## src/rtl/sfp_act_led.sv

```systemverilog
// SFP LED driver: per-direction activity blink (fixed on-time, forced off-gap)
// plus debounced link (LOS) and TX-fault status, all inputs synchronized.

module sfp_act_blink #(
    parameter int P_ON_CYC  = 2000000,
    parameter int P_OFF_CYC = 2000000
) (
    input  logic i_clk,
    input  logic i_res_n,
    input  logic i_evt,
    output logic o_led
);
    localparam logic [21:0] ON_LOAD  = 22'(P_ON_CYC - 1);
    localparam logic [21:0] OFF_LOAD = 22'(P_OFF_CYC - 1);

    typedef enum logic [1:0] {IDLE, ON, OFF} state_t;

    state_t      state, state_nx;
    logic [21:0] cnt, cnt_nx;
    logic        pend, pend_nx;

    always_ff @(posedge i_clk or negedge i_res_n) begin
        if (!i_res_n) begin
            state <= IDLE;
            cnt   <= '0;
            pend  <= 1'b0;
            o_led <= 1'b0;
        end else begin
            state <= state_nx;
            cnt   <= cnt_nx;
            pend  <= pend_nx;
            o_led <= (state == ON);
        end
    end

    // The event that starts a pulse from IDLE is consumed; later events
    // inside the on/off window are remembered as a single pending pulse.
    always_comb begin
        state_nx = state;
        cnt_nx   = cnt;
        pend_nx  = pend;
        case (state)
            IDLE: begin
                if (i_evt) begin
                    state_nx = ON;
                    cnt_nx   = ON_LOAD;
                end
            end
            ON: begin
                if (i_evt) pend_nx = 1'b1;
                if (cnt == '0) begin
                    state_nx = OFF;
                    cnt_nx   = OFF_LOAD;
                end else begin
                    cnt_nx = cnt - 22'd1;
                end
            end
            OFF: begin
                if (cnt == '0) begin
                    if (pend || i_evt) begin
                        state_nx = ON;
                        cnt_nx   = ON_LOAD;
                        pend_nx  = 1'b0;
                    end else begin
                        state_nx = IDLE;
                    end
                end else begin
                    cnt_nx = cnt - 22'd1;
                    if (i_evt) pend_nx = 1'b1;
                end
            end
            default: begin
                state_nx = IDLE;
                cnt_nx   = '0;
                pend_nx  = 1'b0;
            end
        endcase
    end
endmodule

module sfp_sts_filt #(
    parameter int   P_STS_FILT = 400000,
    parameter logic P_RST_VAL  = 1'b0
) (
    input  logic i_clk,
    input  logic i_res_n,
    input  logic i_sync,
    output logic o_filt
);
    localparam logic [21:0] LIM = 22'(P_STS_FILT - 1);

    logic [21:0] cnt;

    always_ff @(posedge i_clk or negedge i_res_n) begin
        if (!i_res_n) begin
            o_filt <= P_RST_VAL;
            cnt    <= '0;
        end else if (i_sync == o_filt) begin
            cnt <= '0;
        end else if (cnt == LIM) begin
            o_filt <= i_sync;
            cnt    <= '0;
        end else begin
            cnt <= cnt + 22'd1;
        end
    end
endmodule

module sfp_act_led #(
    parameter int P_ON_CYC   = 2000000,
    parameter int P_OFF_CYC  = 2000000,
    parameter int P_STS_FILT = 400000
) (
    input  logic       i_clk,
    input  logic       i_res_n,
    input  logic       i_rx_act,
    input  logic       i_tx_act,
    input  logic       i_sfp_los,
    input  logic       i_sfp_txfault,
    output logic [1:0] o_rx_led,
    output logic [1:0] o_tx_led
);
    // bit order: 0 rx_act, 1 tx_act, 2 los, 3 txfault; LOS idles as "no light"
    localparam logic [3:0] SYNC_RST = 4'b0100;

    logic [3:0] raw, sync1, sync2;
    logic [1:0] prev, act_evt, act_led, sts_filt, sts_q;

    assign raw = {i_sfp_txfault, i_sfp_los, i_tx_act, i_rx_act};

    always_ff @(posedge i_clk or negedge i_res_n) begin
        if (!i_res_n) begin
            sync1 <= SYNC_RST;
            sync2 <= SYNC_RST;
            prev  <= SYNC_RST[1:0];
        end else begin
            sync1 <= raw;
            sync2 <= sync1;
            prev  <= sync2[1:0];
        end
    end

    assign act_evt = sync2[1:0] ^ prev;

    for (genvar g = 0; g < 2; g++) begin : g_act
        sfp_act_blink #(
            .P_ON_CYC (P_ON_CYC),
            .P_OFF_CYC(P_OFF_CYC)
        ) u_blink (
            .i_clk  (i_clk),
            .i_res_n(i_res_n),
            .i_evt  (act_evt[g]),
            .o_led  (act_led[g])
        );
    end

    for (genvar g = 0; g < 2; g++) begin : g_sts
        sfp_sts_filt #(
            .P_STS_FILT(P_STS_FILT),
            .P_RST_VAL (SYNC_RST[2+g])
        ) u_filt (
            .i_clk  (i_clk),
            .i_res_n(i_res_n),
            .i_sync (sync2[2+g]),
            .o_filt (sts_filt[g])
        );
    end

    always_ff @(posedge i_clk or negedge i_res_n) begin
        if (!i_res_n) begin
            sts_q <= 2'b00;
        end else begin
            sts_q[0] <= ~sts_filt[0];
            sts_q[1] <= sts_filt[1];
        end
    end

    assign o_rx_led = {sts_q[0], act_led[0]};
    assign o_tx_led = {sts_q[1], act_led[1]};
endmodule

```

## config.mk

```make
export PLATFORM = sky130hd
export DESIGN_NAME = sfp_act_led
export DESIGN_NICKNAME = d
export VERILOG_FILES = /design/src/rtl/sfp_act_led.sv
export SDC_FILE = /design/constraint.sdc
export NUM_CORES = 1
export LEC_CHECK = 0
export CORE_MARGIN = 10
export CORE_UTILIZATION = 45
export DETAILED_ROUTE_END_ITERATION = 8
export GPL_TIMING_DRIVEN = 0
export PLACE_DENSITY_LB_ADDON = 0.12
export SLEW_MARGIN = 10
export SYNTH_ARGS = -nofsm -noshare
export SYNTH_HDL_FRONTEND = slang
export SYNTH_HIERARCHICAL = 1
export SYNTH_SLANG_ARGS = --single-unit
```

## constraint.sdc

```tcl
create_clock -name i_clk -period 3.15 [get_ports i_clk]
set_input_delay 0.63 -clock i_clk [delete_from_list [all_inputs] [get_ports i_clk]]
set_output_delay 0.63 -clock i_clk [all_outputs]
set_load 0.005 [all_outputs]
```

* Word-level counts from Yosys, hierarchy flattened
Cells that the tools add are included.
Widths: inputs -> output; s select.
** Operators by class
- Add/sub/neg operators :: 4
- Eq/ne operators :: 16
- Muxes and demuxes :: 32
- Bitwise gates (word level) :: 6
- Reduce and logical (&&, ||, !) cells :: 14
** Operator list (count)
- $mux 22 :: 12
- $pmux 22 s3 :: 2
- $add 22x1->22 const B :: 2
- $eq 22x19->1 const B :: 2
- $logic_not 22->1 :: 2
- $sub 22x1->22 const B :: 2
- $mux 2 :: 6
- $pmux 2 s3 :: 2
- $reduce_and 2->1 :: 6
- $mux 1 :: 8
- $ne 2x2->1 const B :: 4
- $ne 3x3->1 const B :: 2
- $pmux 1 s3 :: 2
- $reduce_and 3->1 :: 2
- $not 1->1 :: 5
- $eq 2x1->1 const B :: 2
- $eq 2x2->1 const B :: 2
- $logic_not 2->1 :: 2
- $ne 2x1->1 const B :: 2
- $eq 1x1->1 :: 2
- $logic_or 1x1->1 :: 2
- $xor 2x2->2 :: 1
** Storage, ports and cells
- Register bits :: 110
- Input port bits :: 6
- Output and inout port bits :: 4
- Logic and storage cells :: 88

* Logic depth before layout (Yosys ltp)
Gate-level depths: netlist (run 1).
- Depth in word-level cells :: 5
- Depth in mapped cells :: 9
- Depth with buffers taken out :: 7

* Modules after synthesis
Netlist (run 1), hierarchy kept.
** By module, submodules not included
- sfp_act_blink :: instances 2, cells each 185, area each 1734.2 um2, seq. area each 650.6 um2
- sfp_sts_filt (g_sts[0].u_filt) :: instances 1, cells each 118, area each 1174.9 um2, seq. area each 576.8 um2
- sfp_sts_filt (g_sts[1].u_filt) :: instances 1, cells each 118, area each 1173.6 um2, seq. area each 575.6 um2
- sfp_act_led :: instances 1, cells each 15, area each 324.1 um2, seq. area each 302.8 um2

* Worst setup path after synthesis (run 1)
OpenSTA, ideal clock, no wires.
- Path kind :: reg2reg
- From :: register g_sts[1].u_filt.cnt[13]
- To :: register g_sts[1].u_filt.o_filt
- Library setup time :: 0.125 ns
- Data arrival time :: 1.853 ns
- Data required time :: 3.025 ns
- Setup slack :: 1.173 ns
- Stages on the path, launching flop included :: 5
- Path buffers :: 0
- Clock period less this slack :: 1.977 ns
- Cells stage by stage :: dfrtp_1 or4_1 or4_4 nor2_1 mux2_2
** On the way
- Word-level cells in the longest chain between the ends :: 2
** RTL lines
- start, declared :: line 92 : logic [21:0] cnt;
- start signal, assigned :: line 104 : cnt <= cnt + 22'd1;
- $eq 22x19->1 :: line 100 : end else if (cnt == LIM) begin
- $reduce_and 2->1 (no line)
- end signal, assigned :: line 101 : o_filt <= i_sync;
- end, declared :: line 88 : output logic o_filt
Every way passes these cells.
A chain may end at the register's enable or synchronous reset.

* Final worst setup path (run 1)
- From :: register g_act[0].u_blink.cnt[0]
- To :: register g_act[0].u_blink.cnt[8]
** On the way
- Word-level cells in the longest chain between the ends :: 3
** RTL lines
- start, declared :: line 19 : logic [21:0] cnt, cnt_nx;
- start signal, assigned :: line 30 : cnt <= cnt_nx;
- $sub 22x1->22 or $logic_not 22->1 (tied branches)
- $mux 22, or another cell as far along :: line 59 : if (cnt == '0) begin
- $pmux 22 s3 or $reduce_and 2->1 (tied branches)
Parallel ways exist; a longest one is shown, timed or not.

==> impl_metrics.tcl, run 1 <==
set metrics [dict create \
    synth_flop_cell "sky130_fd_sc_hd__dfrtp_1" \
    layout-area-overhead-vs-synth_pct 9.72 \
    critical_path.max_fanout 10 \
    hold_buffers 0 \
    synth_common_cells "sky130_fd_sc_hd__dfrtp_1, sky130_fd_sc_hd__nor2_1, sky130_fd_sc_hd__a21oi_1" \
    die_x_um 137 \
    detailed_place_hpwl_mm 9.06 \
    cts_tree "yes" \
    route.detailed.wl_per_inst_um 16.1 \
    synthesis.instances 621 \
    fmaxAchievable_mhz 458 \
    detail_route.vias_per_cell 5.90 \
    relSlewSlack 0.411 \
    cellPowerDensity_nw_per_um2 663 \
    ctsResizeCount 0 \
    drt_pre_antenna_iters 5 \
    grt_setup_unrepaired "false" \
    dr_total_vias 4850 \
    worstPathArrival_ns 2.42 \
    final-hold-violation-count 0 \
    h_tree_depth 3 \
    layout_min_cycle_time_ns 2.18 \
    ys_async_sr_fraction 1.00 \
    yosysWarningCount 6 \
    gp_routability_congestion 0.806 \
    maxCapViolCount 0 \
    critPathBufInv 2 \
    synth_xor_xnor_area_share 0.0513 \
    global_route_wire_length_before_repair_mm 23.0 \
    totalNegativeSetupSlack_ns 0 \
    tightest_slew_ns 0.882 \
    ant_nets 0 \
    drc 0 \
    report.final.setup_viol 0 \
    fp.dieArea_um2 18700 \
    ctsRootBufferMaster "sky130_fd_sc_hd__clkbuf_16" \
    sequential_cell_area_fraction_in_the_yosys_report 0.449 \
    grt_overflow 0 \
    portBuffers 9 \
    coreArea_um2 13300 \
    avgSynthCellArea_um2 9.89 \
    clk_transition_reported_paths_ns 0.07 \
    final_nets 662 \
    holdCritPathClass "primary input to asynchronous set/reset pin" \
    layout_worst_path_cycle_share 0.692 \
    synth_largest_type_area_fraction 0.436 \
    cts.sinks 110 \
    grt.total_usage 0.149 \
    die_h_um 137 \
    worstSetupStartpointType "register" \
    ir_worst_vdd_mv 0.397 \
    netlist_top_cells_area "sky130_fd_sc_hd__dfrtp_1, sky130_fd_sc_hd__nor2_1, sky130_fd_sc_hd__xnor2_1" \
    p_total_mw 4.46 \
    syn_area_um2 6140 \
    via_count_of_the_first_global_routing_pass 4660 \
    slowest_delay_ns 0.44 \
    placementRows 42 \
    initial_utilization 0.462 \
    yosys-mux-area-fraction 0.0134 \
    worstSkewPairLatency_ns 0.36 \
    drive_above_1_share 0.0975 \
    synthesized_area_fraction_occupied_by_ao_oa_aoi_and_oai_cells 0.185 \
    rr_worst_depth 8 \
    max_clock_skew_ns 0.00766 \
    clockBufferDepth 2 \
    cts_made_buffers 9 \
    synth_adder_area_share 0.0285 \
    fillCellCount 1248 \
    yosys.cell_types.count 57 \
    grt_start_max_net_pins 79 \
    antennaDiodeCount 0 \
    synth_top_family_by_area "simple AND/OR/NAND/NOR gates" \
    synthMostInstantiatedCell "sky130_fd_sc_hd__dfrtp_1" \
    pin_count 10 \
    worst_path_dominant_cell_family "simple AND/OR/NAND/NOR gates" \
    leakage_nw 2.73 \
    simple_gate_share_of_the_synthesized_area 0.236 \
    crit_path_cell_trace "inv_1 > ha_1 > nor3b_1 > and4_1 > a21o_1 > buf_4 > nor2_1 > a22o_1" \
    dr.first_iter.drc_count 357 \
    synth-edff-count 0 \
    cts.repair_timing.setup_buffer_count 0 \
    syn-num-nets 641 \
    synth_top_cell_by_area "sky130_fd_sc_hd__dfrtp_1" \
    grt_antenna_before_repair 0 \
    worst-endpoint-required_ns 3.39 \
    critical-path-slowest-cell "sky130_fd_sc_hd__dfrtp_1" \
    synth.ff_latch_count 110 \
    totalWireLength_mm 13.2 \
    run_status "finished, final reports clean" \
    cp.depth 8 \
    timing.final.max_slew_violations 0 \
    endpoint_kind "register" \
    setup.worst_path.class "register to register" \
]
worst register-to-register path, delay by kind of cell, from the launching register on:
kind	cells	cell delay [ns]
adder cells (fa/ha/maj)	1	0.16
AO/OA/AOI/OAI	2	0.38
buffers and inverters	2	0.30
flip-flops	1	0.44
AND/OR/NAND/NOR	3	0.78
area by class of cell:
type,count,area (um^2),area share
Buffer,18,138,0.0204
Clock buffer,12,236,0.0351
Clock inverter,3,21.3,0.00316
Inverter,25,93.8,0.0139
Multi-Input combinational cell,468,3150,0.468
Sequential cell,110,2760,0.409
Tap cell,176,220,0.0327
Timing Repair Buffer,10,119,0.0176
path summary, 6_finish.rpt:
| path | slack, ns | end | startpoint |
|---|---|---|---|
| min in group i_clk | 0.35 | sync2[0] | sync1[0] |
| worst min-delay path | 0.15 | g_sts[1].u_filt/cnt[19] | i_res_n |
| worst min register to register | 0.35 | sync2[0] | sync1[0] |
| worst max register to register | 0.97 | g_act[0].u_blink/cnt[8] | g_act[0].u_blink/cnt[0] |
| max in group asynchronous | 2.33 | g_act[0].u_blink/cnt[19] | i_res_n |
| worst max-delay path | 0.97 | g_act[0].u_blink/cnt[8] | g_act[0].u_blink/cnt[0] |
power breakdown:
part           switching (mW)  internal, mW  total (mW)
Sequential              0.295          1.63        1.93
Combinational           0.874         0.627        1.50
Clock                   0.504         0.535        1.04
state kept, by name (all words and copies together), names as in the netlist:
| name | count |
|---|---|
| g_sts.u_filt/o_filt | 2 |
| sts_q | 2 |
| sync2 | 4 |
| g_sts.u_filt/cnt | 44 |
| g_act.u_blink/pend | 2 |
| g_act.u_blink/state | 4 |
| sync1 | 4 |
| g_act.u_blink/o_led | 2 |
| g_act.u_blink/cnt | 44 |
| prev | 2 |
metal layers:
metal,part of all wire,GRT usage,vias up
met5,0,0,-
met4,0.011,0.0404,0
met3,0.040,0.0370,12
met2,0.47,0.236,80
met1,0.48,0.199,2399
li1,-,-,2359
logic make-up (layout without fill, tap and decap cells):
family	after synthesis	in the layout
adder cells (fa/ha/maj)	14	14
multiplexers	8	8
XOR/XNOR	36	36
flip-flops	110	110
buffers and inverters	43	68
AND/OR/NAND/NOR	252	252
AO/OA/AOI/OAI	158	158
layout by cell type (no fill, tap or decap), types with 8 or more instances in the layout:
| cell type | instances |
|---|---|
| sky130_fd_sc_hd__o22a_1 | 12 |
| sky130_fd_sc_hd__clkdlybuf4s50_1 | 8 |
| sky130_fd_sc_hd__a31oi_1 | 14 |
| sky130_fd_sc_hd__clkbuf_16 | 9 |
| sky130_fd_sc_hd__nand3_1 | 26 |
| sky130_fd_sc_hd__inv_1 | 25 |
| sky130_fd_sc_hd__a21oi_1 | 34 |
| sky130_fd_sc_hd__nand4_1 | 12 |
| sky130_fd_sc_hd__o31ai_1 | 8 |
| sky130_fd_sc_hd__xnor2_1 | 28 |
| sky130_fd_sc_hd__o21ai_0 | 16 |
| sky130_fd_sc_hd__or3_1 | 12 |
| sky130_fd_sc_hd__or4_1 | 10 |
| sky130_fd_sc_hd__a22o_1 | 16 |
| sky130_fd_sc_hd__dfrtp_1 | 107 |
| sky130_fd_sc_hd__xor2_1 | 8 |
| sky130_fd_sc_hd__nor4_1 | 16 |
| sky130_fd_sc_hd__nor2_1 | 72 |
| sky130_fd_sc_hd__nor3_1 | 20 |
| sky130_fd_sc_hd__o21ai_1 | 12 |
| sky130_fd_sc_hd__nand2_1 | 30 |
| sky130_fd_sc_hd__ha_1 | 14 |
through the flow:
step / hold WS [ns] / instances / area [um^2] / worst slack, ns / util
6_report: 0.147 / 822 / 6740 / 0.969 / 0.507
5_1_grt: 0.162 / 822 / 6740 / 0.787 / 0.507
4_1_cts: 0.150 / 822 / 6740 / 0.974 / 0.507
3_5_place_dp: 0.339 / 807 / 6480 / 0.995 / 0.487
3_3_place_gp: 0.334 / 806 / 6450 / -2.78 / 0.485
2_1_floorplan: 0.331 / 621 / 6140 / 1.17 / -
No activity file was read; power rests on OpenSTA's default activity.
==> inputs of run 2 (changes only) <==
==> constraint.sdc (replaced) <==
create_clock -name i_clk -period 1.8 [get_ports i_clk]
set_input_delay 0.36 -clock i_clk [delete_from_list [all_inputs] [get_ports i_clk]]
set_output_delay 0.36 -clock i_clk [all_outputs]
set_load 0.005 [all_outputs]
==> run 2 against run 1 <==
The flow now finishes with violations (setup timing). Hold slack better by 0.21 ns. Fmax up 9.8%. Combinational power increased to 3.2 times the previous value. Global-route usage is 2.6 points higher. Final area is 31% higher. Flip-flop and latch count is the same. Register-to-register slack lost 1.2 ns. Power is 130% higher.
==> impl_metrics.tcl, run 2 (synthesis results as in run 1) <==
set metrics [dict create \
    run_status "complete, but fails checks" \
    violated_checks "setup timing" \
    detailedPlace.worstSlack_ns -0.322 \
    leakage_nw 3.54 \
    ir_worst_vdd_mv 0.546 \
    dpl_cell_area_um2 6530 \
    cts_made_buffers 9 \
    gp_routability_congestion 0.812 \
    initial_utilization 0.462 \
    report.final.setup_viol 74 \
    tightest_slew_ns 0.604 \
    clockBufferDepth 2 \
    gr-usage-met3 0.0308 \
    totalWireLength_mm 17.0 \
    h_tree_depth 3 \
    detail_route.vias_per_cell 5.95 \
    grt_antenna_before_repair 0 \
    via_count_of_the_first_global_routing_pass 5343 \
    layout_min_cycle_time_ns 1.99 \
    ctsRootBufferMaster "sky130_fd_sc_hd__clkbuf_16" \
    busiest_layer "met2" \
    grt.total_usage 0.175 \
    route.detailed.wl_per_inst_um 18.2 \
    final_common_cell "sky130_fd_sc_hd__dfrtp_1" \
    cts.sinks 110 \
    pin_count 10 \
    grt_start_max_net_pins 74 \
    dr.first_iter.drc_count 426 \
    clk_transition_reported_paths_ns 0.07 \
    mostFrequentLayoutCells "sky130_fd_sc_hd__dfrtp_1, sky130_fd_sc_hd__buf_4, sky130_fd_sc_hd__nor2_1" \
    worst-endpoint-required_ns 2.04 \
    detailed_place_hpwl_mm 9.35 \
    endpoint_kind "register" \
    global_route_wire_length_before_repair_mm 26.8 \
    antennaDiodeCount 0 \
    p_total_mw 10.3 \
    groute.layer.met2.usage 0.297 \
    worstPathArrival_ns 2.23 \
    dr_total_vias 5579 \
    fp.dieArea_um2 18700 \
    final_core_util 0.663 \
    top_regs "g_act.u_blink/cnt (44), g_sts.u_filt/cnt (44)" \
    layout-area-overhead-vs-synth_pct 43.6 \
    critical_path.max_fanout 6 \
    grt_overflow 0 \
    drive_above_1_share 0.451 \
    fmaxAchievable_mhz 503 \
    layout_worst_path_cycle_share 1.10 \
    timing.final.max_slew_violations 0 \
    placementRows 42 \
    final_nets 777 \
    holdCritPathClass "register to register" \
    cts_tree "yes" \
    setup.worst_path.class "register to register" \
    relSlewSlack 0.595 \
    drt_pre_antenna_iters 5 \
    die_h_um 137 \
    drc 0 \
    global_route.usage.met1 0.215 \
    coreArea_um2 13300 \
    post_route_standard_cell_area_excluding_fillers_um2 8820 \
    max_clock_skew_ns 0.00741 \
    die_x_um 137 \
    maxCapViolCount 0 \
    final-hold-violation-count 0 \
    portBuffers 9 \
    grt_setup_unrepaired "true" \
    cellPowerDensity_nw_per_um2 1170 \
    post-route-worst-setup-slack_ns -0.186 \
    worstSkewPairLatency_ns 0.36 \
    ant_nets 0 \
    worstSetupStartpointType "register" \
]
[run 2: cell count changes in the layout (fill, tap and decap cells not counted), moves of 26 or more]
| cell | previous run | this run |
|---|---|---|
| sky130_fd_sc_hd__nor2_1 | 72 | 38 |
| sky130_fd_sc_hd__buf_4 | 6 | 81 |
| sky130_fd_sc_hd__nor2_2 | 0 | 26 |
| sky130_fd_sc_hd__buf_6 | 7 | 34 |
[run 2: final timing paths]
kind                                         from                       to  slack, ns  cells past startpoint
setup / recovery           g_sts[0].u_filt/cnt[7]  g_sts[0].u_filt/cnt[11]      -0.19                      5
max in group asynchronous                 i_res_n                 sync1[2]       0.64                      3
hold / removal                           sync1[0]                 sync2[0]       0.35                      0
setup reg to reg           g_sts[0].u_filt/cnt[7]  g_sts[0].u_filt/cnt[11]      -0.19                      5
min in group asynchronous                 i_res_n  g_sts[1].u_filt/cnt[16]       0.47                      2
hold reg to reg                          sync1[0]                 sync2[0]       0.35                      0
[run 2: layer usage]
layer | routed length [um] | up-vias | share of wire
met3 | 621 | 39 | 0.036
met1 | 7240 | 2818 | 0.43
li1 | - | 2588 | -
met4 | 429 | 0 | 0.025
met2 | 8740 | 134 | 0.51
met5 | 0 | - | 0
[run 2: worst max-delay path, cell delays in order (launching register included)]
cell                       delay (ns)
sky130_fd_sc_hd__dfrtp_2         0.43
sky130_fd_sc_hd__or4_1           0.51
sky130_fd_sc_hd__or4_4           0.47
sky130_fd_sc_hd__o21bai_4        0.26
sky130_fd_sc_hd__buf_6           0.17
sky130_fd_sc_hd__nor2_2          0.04
[run 2: area by class of cell]
type | instances | area [um^2]
Fill cell | 950 | 4480
Multi-Input combinational cell | 468 | 4030
Sequential cell | 110 | 2780
Timing Repair Buffer | 127 | 1200
Clock buffer | 9 | 225
Tap cell | 176 | 220
Buffer | 16 | 189
Inverter | 25 | 97.6
Clock inverter | 7 | 80.1
[run 2: what timing repair did]
item                                    in CTS  in global routing
hold endpoints to repair                    37                  0
hold buffers                                 1                  0
pin swaps                                   62                 68
endpoints found under the setup margin      88                 90
setup buffers                               76                 36
gates cloned                                 8                  0
resized for setup                          156                110
[run 2: through the flow]
stage               hold WS, ns  setup TNS [ns]  instances
floorplan                0.0644           -2.45        621
global placement          0.333         -438.72        806
detailed placement        0.292          -18.13        807
CTS                       0.354           -6.40        905
global route              0.359          -12.83        938
finish                    0.354           -9.12        938
[run 2: where the power goes]
| group | switching, mW | internal, mW |
|---|---|---|
| Sequential | 0.622 | 2.86 |
| Combinational | 2.42 | 2.34 |
| Clock | 0.963 | 1.10 |
==> inputs of run 3 (changes only) <==
--- a/config.mk
+++ b/config.mk
@@ -10,6 +10,7 @@
 export DETAILED_ROUTE_END_ITERATION = 8
 export GPL_TIMING_DRIVEN = 0
 export PLACE_DENSITY_LB_ADDON = 0.12
+export REMOVE_ABC_BUFFERS = 1
 export SLEW_MARGIN = 10
 export SYNTH_ARGS = -nofsm -noshare
 export SYNTH_HDL_FRONTEND = slang
==> run 3 against run 2 <==
The run still ends with setup timing left. Sequential power increased by 1%. Flip-flop and latch count unchanged. Non-clock buffer count decreased by 22. Global-route usage increased by 0.41 points. Via count increased by 0.59%. Fmax increased by 0.32%. Routed wire length increased by 2.8%. Final cell count decreased by 1.7%. Clock power about the same. Sequential share of layout area increased by 0.22 points. Critical path type unchanged. Largest cell class unchanged.
==> impl_metrics.tcl, run 3 (synthesis results as in run 1) <==
set metrics [dict create \
    power_frac_comb 0.452 \
    cts_tree "yes" \
    detailed_place_hpwl_mm 8.64 \
    tightest_slew_ns 0.620 \
    slowest_delay_ns 0.43 \
    antennaDiodeCount 0 \
    relSlewSlack 0.586 \
    detail_route.vias_per_cell 6.09 \
    post-route-worst-setup-slack_ns -0.180 \
    h_tree_depth 3 \
    violated_checks "setup timing" \
    setup.worst_path.class "register to register" \
    cts.sinks 110 \
    grt.total_usage 0.179 \
    max_clock_skew_ns 0.00429 \
    ir_worst_vdd_mv 0.848 \
    reg2reg_from "g_act[0].u_blink/cnt[0]" \
    critical-path-slowest-cell "sky130_fd_sc_hd__dfrtp_1" \
    holdCritPathClass "register to register" \
    ant_nets 0 \
    die_x_um 137 \
    crit_path_cell_trace "inv_2 > ha_4 > nor4b_4 > nand4_1 > buf_4 > a211oi_4 > xnor2_1 > a21oi_1" \
    totalNegativeSetupSlack_ns -7.67 \
    worstSkewPairLatency_ns 0.36 \
    drc 0 \
    final_core_util 0.659 \
    leakage_nw 3.41 \
    post_route_standard_cell_area_excluding_fillers_um2 8760 \
    grt_overflow 0 \
    report.final.setup_viol 77 \
    grt_start_max_net_pins 81 \
    endpoint_kind "register" \
    power.share.switching 0.389 \
    top_regs "g_act.u_blink/cnt (44), g_sts.u_filt/cnt (44)" \
    layout_min_cycle_time_ns 1.98 \
    worst-endpoint-required_ns 2.05 \
    total_switching_power_mw 3.99 \
    final-hold-violation-count 0 \
    fillCellCount 969 \
    power.share.sequential 0.344 \
    portBuffers 9 \
    drt_pre_antenna_iters 5 \
    fp.dieArea_um2 18700 \
    pin_count 10 \
    maxCapViolCount 0 \
    r2r_end "g_act[0].u_blink/cnt[16]" \
    dr_total_vias 5612 \
    worstPathArrival_ns 2.23 \
    final_nets 761 \
    initial_utilization 0.462 \
    rr_worst_depth 8 \
    timing.hold.worst_endpoint "sync2[1]" \
    cts_made_buffers 9 \
    ctsRootBufferMaster "sky130_fd_sc_hd__clkbuf_16" \
    run_status "complete, but fails checks" \
    worst_path_dominant_cell_family "simple AND/OR/NAND/NOR gates" \
    grt_setup_unrepaired "true" \
    critPathBufInv 2 \
    die_h_um 137 \
    clk_transition_reported_paths_ns 0.07 \
    route.detailed.wl_per_inst_um 19.0 \
    min_from "sync1[1]" \
    dr.first_iter.drc_count 508 \
    finalNonFillerCells 922 \
    timing.final.max_slew_violations 0 \
    cellPowerDensity_nw_per_um2 1170 \
    worstSetupStartpointType "register" \
    clockBufferDepth 2 \
    layout-area-overhead-vs-synth_pct 42.7 \
    critical_path.max_fanout 5 \
    via_count_of_the_first_global_routing_pass 5356 \
    worst-r2r-setup-slack_ns -0.18 \
    global_route_wire_length_before_repair_mm 27.4 \
    p_total_mw 10.2 \
    cellInternalPower_mw 6.26 \
    mostFrequentLayoutCells "sky130_fd_sc_hd__dfrtp_1, sky130_fd_sc_hd__buf_4, sky130_fd_sc_hd__nor2_1" \
    coreArea_um2 13300 \
    grt_antenna_before_repair 0 \
    post_route_hold_slack_ns 0.349 \
    totalWireLength_mm 17.5 \
    gp_routability_congestion 0.826 \
    fmaxAchievable_mhz 505 \
    final_common_cell "sky130_fd_sc_hd__dfrtp_1" \
    layout_worst_path_cycle_share 1.10 \
    relative_contribution_of_the_clock_network_to_total_power 0.204 \
    place_inst 789 \
    detailedPlace.worstSlack_ns -0.995 \
    drive_above_1_share 0.448 \
    placementRows 42 \
    dpl_cell_area_um2 6340 \
    holdPathStages 0 \
]
-- run 3: cell types whose count changed in the layout (fill, tap and decap cells not counted), moves of 4 or more --
cell                      previous run  this run
sky130_fd_sc_hd__a21o_4              4         9
sky130_fd_sc_hd__a21oi_1            15        11
sky130_fd_sc_hd__buf_6              34        18
sky130_fd_sc_hd__nand2_1            21        26
sky130_fd_sc_hd__nand3_4             4         8
sky130_fd_sc_hd__nor2_2             26        20
sky130_fd_sc_hd__nor2_4              8        16
-- run 3: area by class of cell --
cell class                 count  area, um^2  share of cell area
sequential                   110        2780               0.317
timing repair buffer         121        1120               0.128
tap                          176         220              0.0251
inverter                      25        96.3              0.0110
multi-input combinational    474        4240               0.484
clock buffer                  13         260              0.0297
clock inverter                 3        42.5             0.00486
-- run 3: layer usage --
layer	GRT usage	wire, um
met3	0.0385	717
met1	0.230	7600
met4	0.0550	508
met2	0.295	8680
met5	0	0
-- run 3: power by group through the flow --
stage	Combinational (mW)	Clock, mW	Sequential [mW]
4_1_cts	3.76	2.14	3.42
3_3_place_gp	2.44	0	3.39
3_5_place_dp	2.49	0	3.41
5_1_grt	4.93	2.25	3.58
2_1_floorplan	1.88	0	3.30
6_report	4.63	2.09	3.53
-- run 3: timing repair --
item                                    in CTS  in global routing
buffers inserted                            71                 39
endpoints found under the setup margin      90                 89
gates resized for setup                    156                117
gates cloned                                 5                  2
endpoints found under the hold margin       27                  0
hold buffers                                 1                  0
pin swaps                                   81                 75
-- run 3: how the worst max path moves through the flow --
stage	slack [ns]	start	to	cells after the start
2_1_floorplan	-0.53	g_act[0].u_blink/cnt[15]	g_act[0].u_blink/cnt[18]	5
5_1_grt	-0.32	g_act[0].u_blink/cnt[0]	g_act[0].u_blink/cnt[16]	8
4_1_cts	-0.14	g_sts[1].u_filt/cnt[13]	g_sts[1].u_filt/o_filt	4
3_3_place_gp	-3.98	i_res_n	g_act[0].u_blink/cnt[19]	1
3_5_place_dp	-1.0	g_act[1].u_blink/cnt[11]	g_act[1].u_blink/cnt[21]	5
6_report	-0.18	g_act[0].u_blink/cnt[0]	g_act[0].u_blink/cnt[16]	8
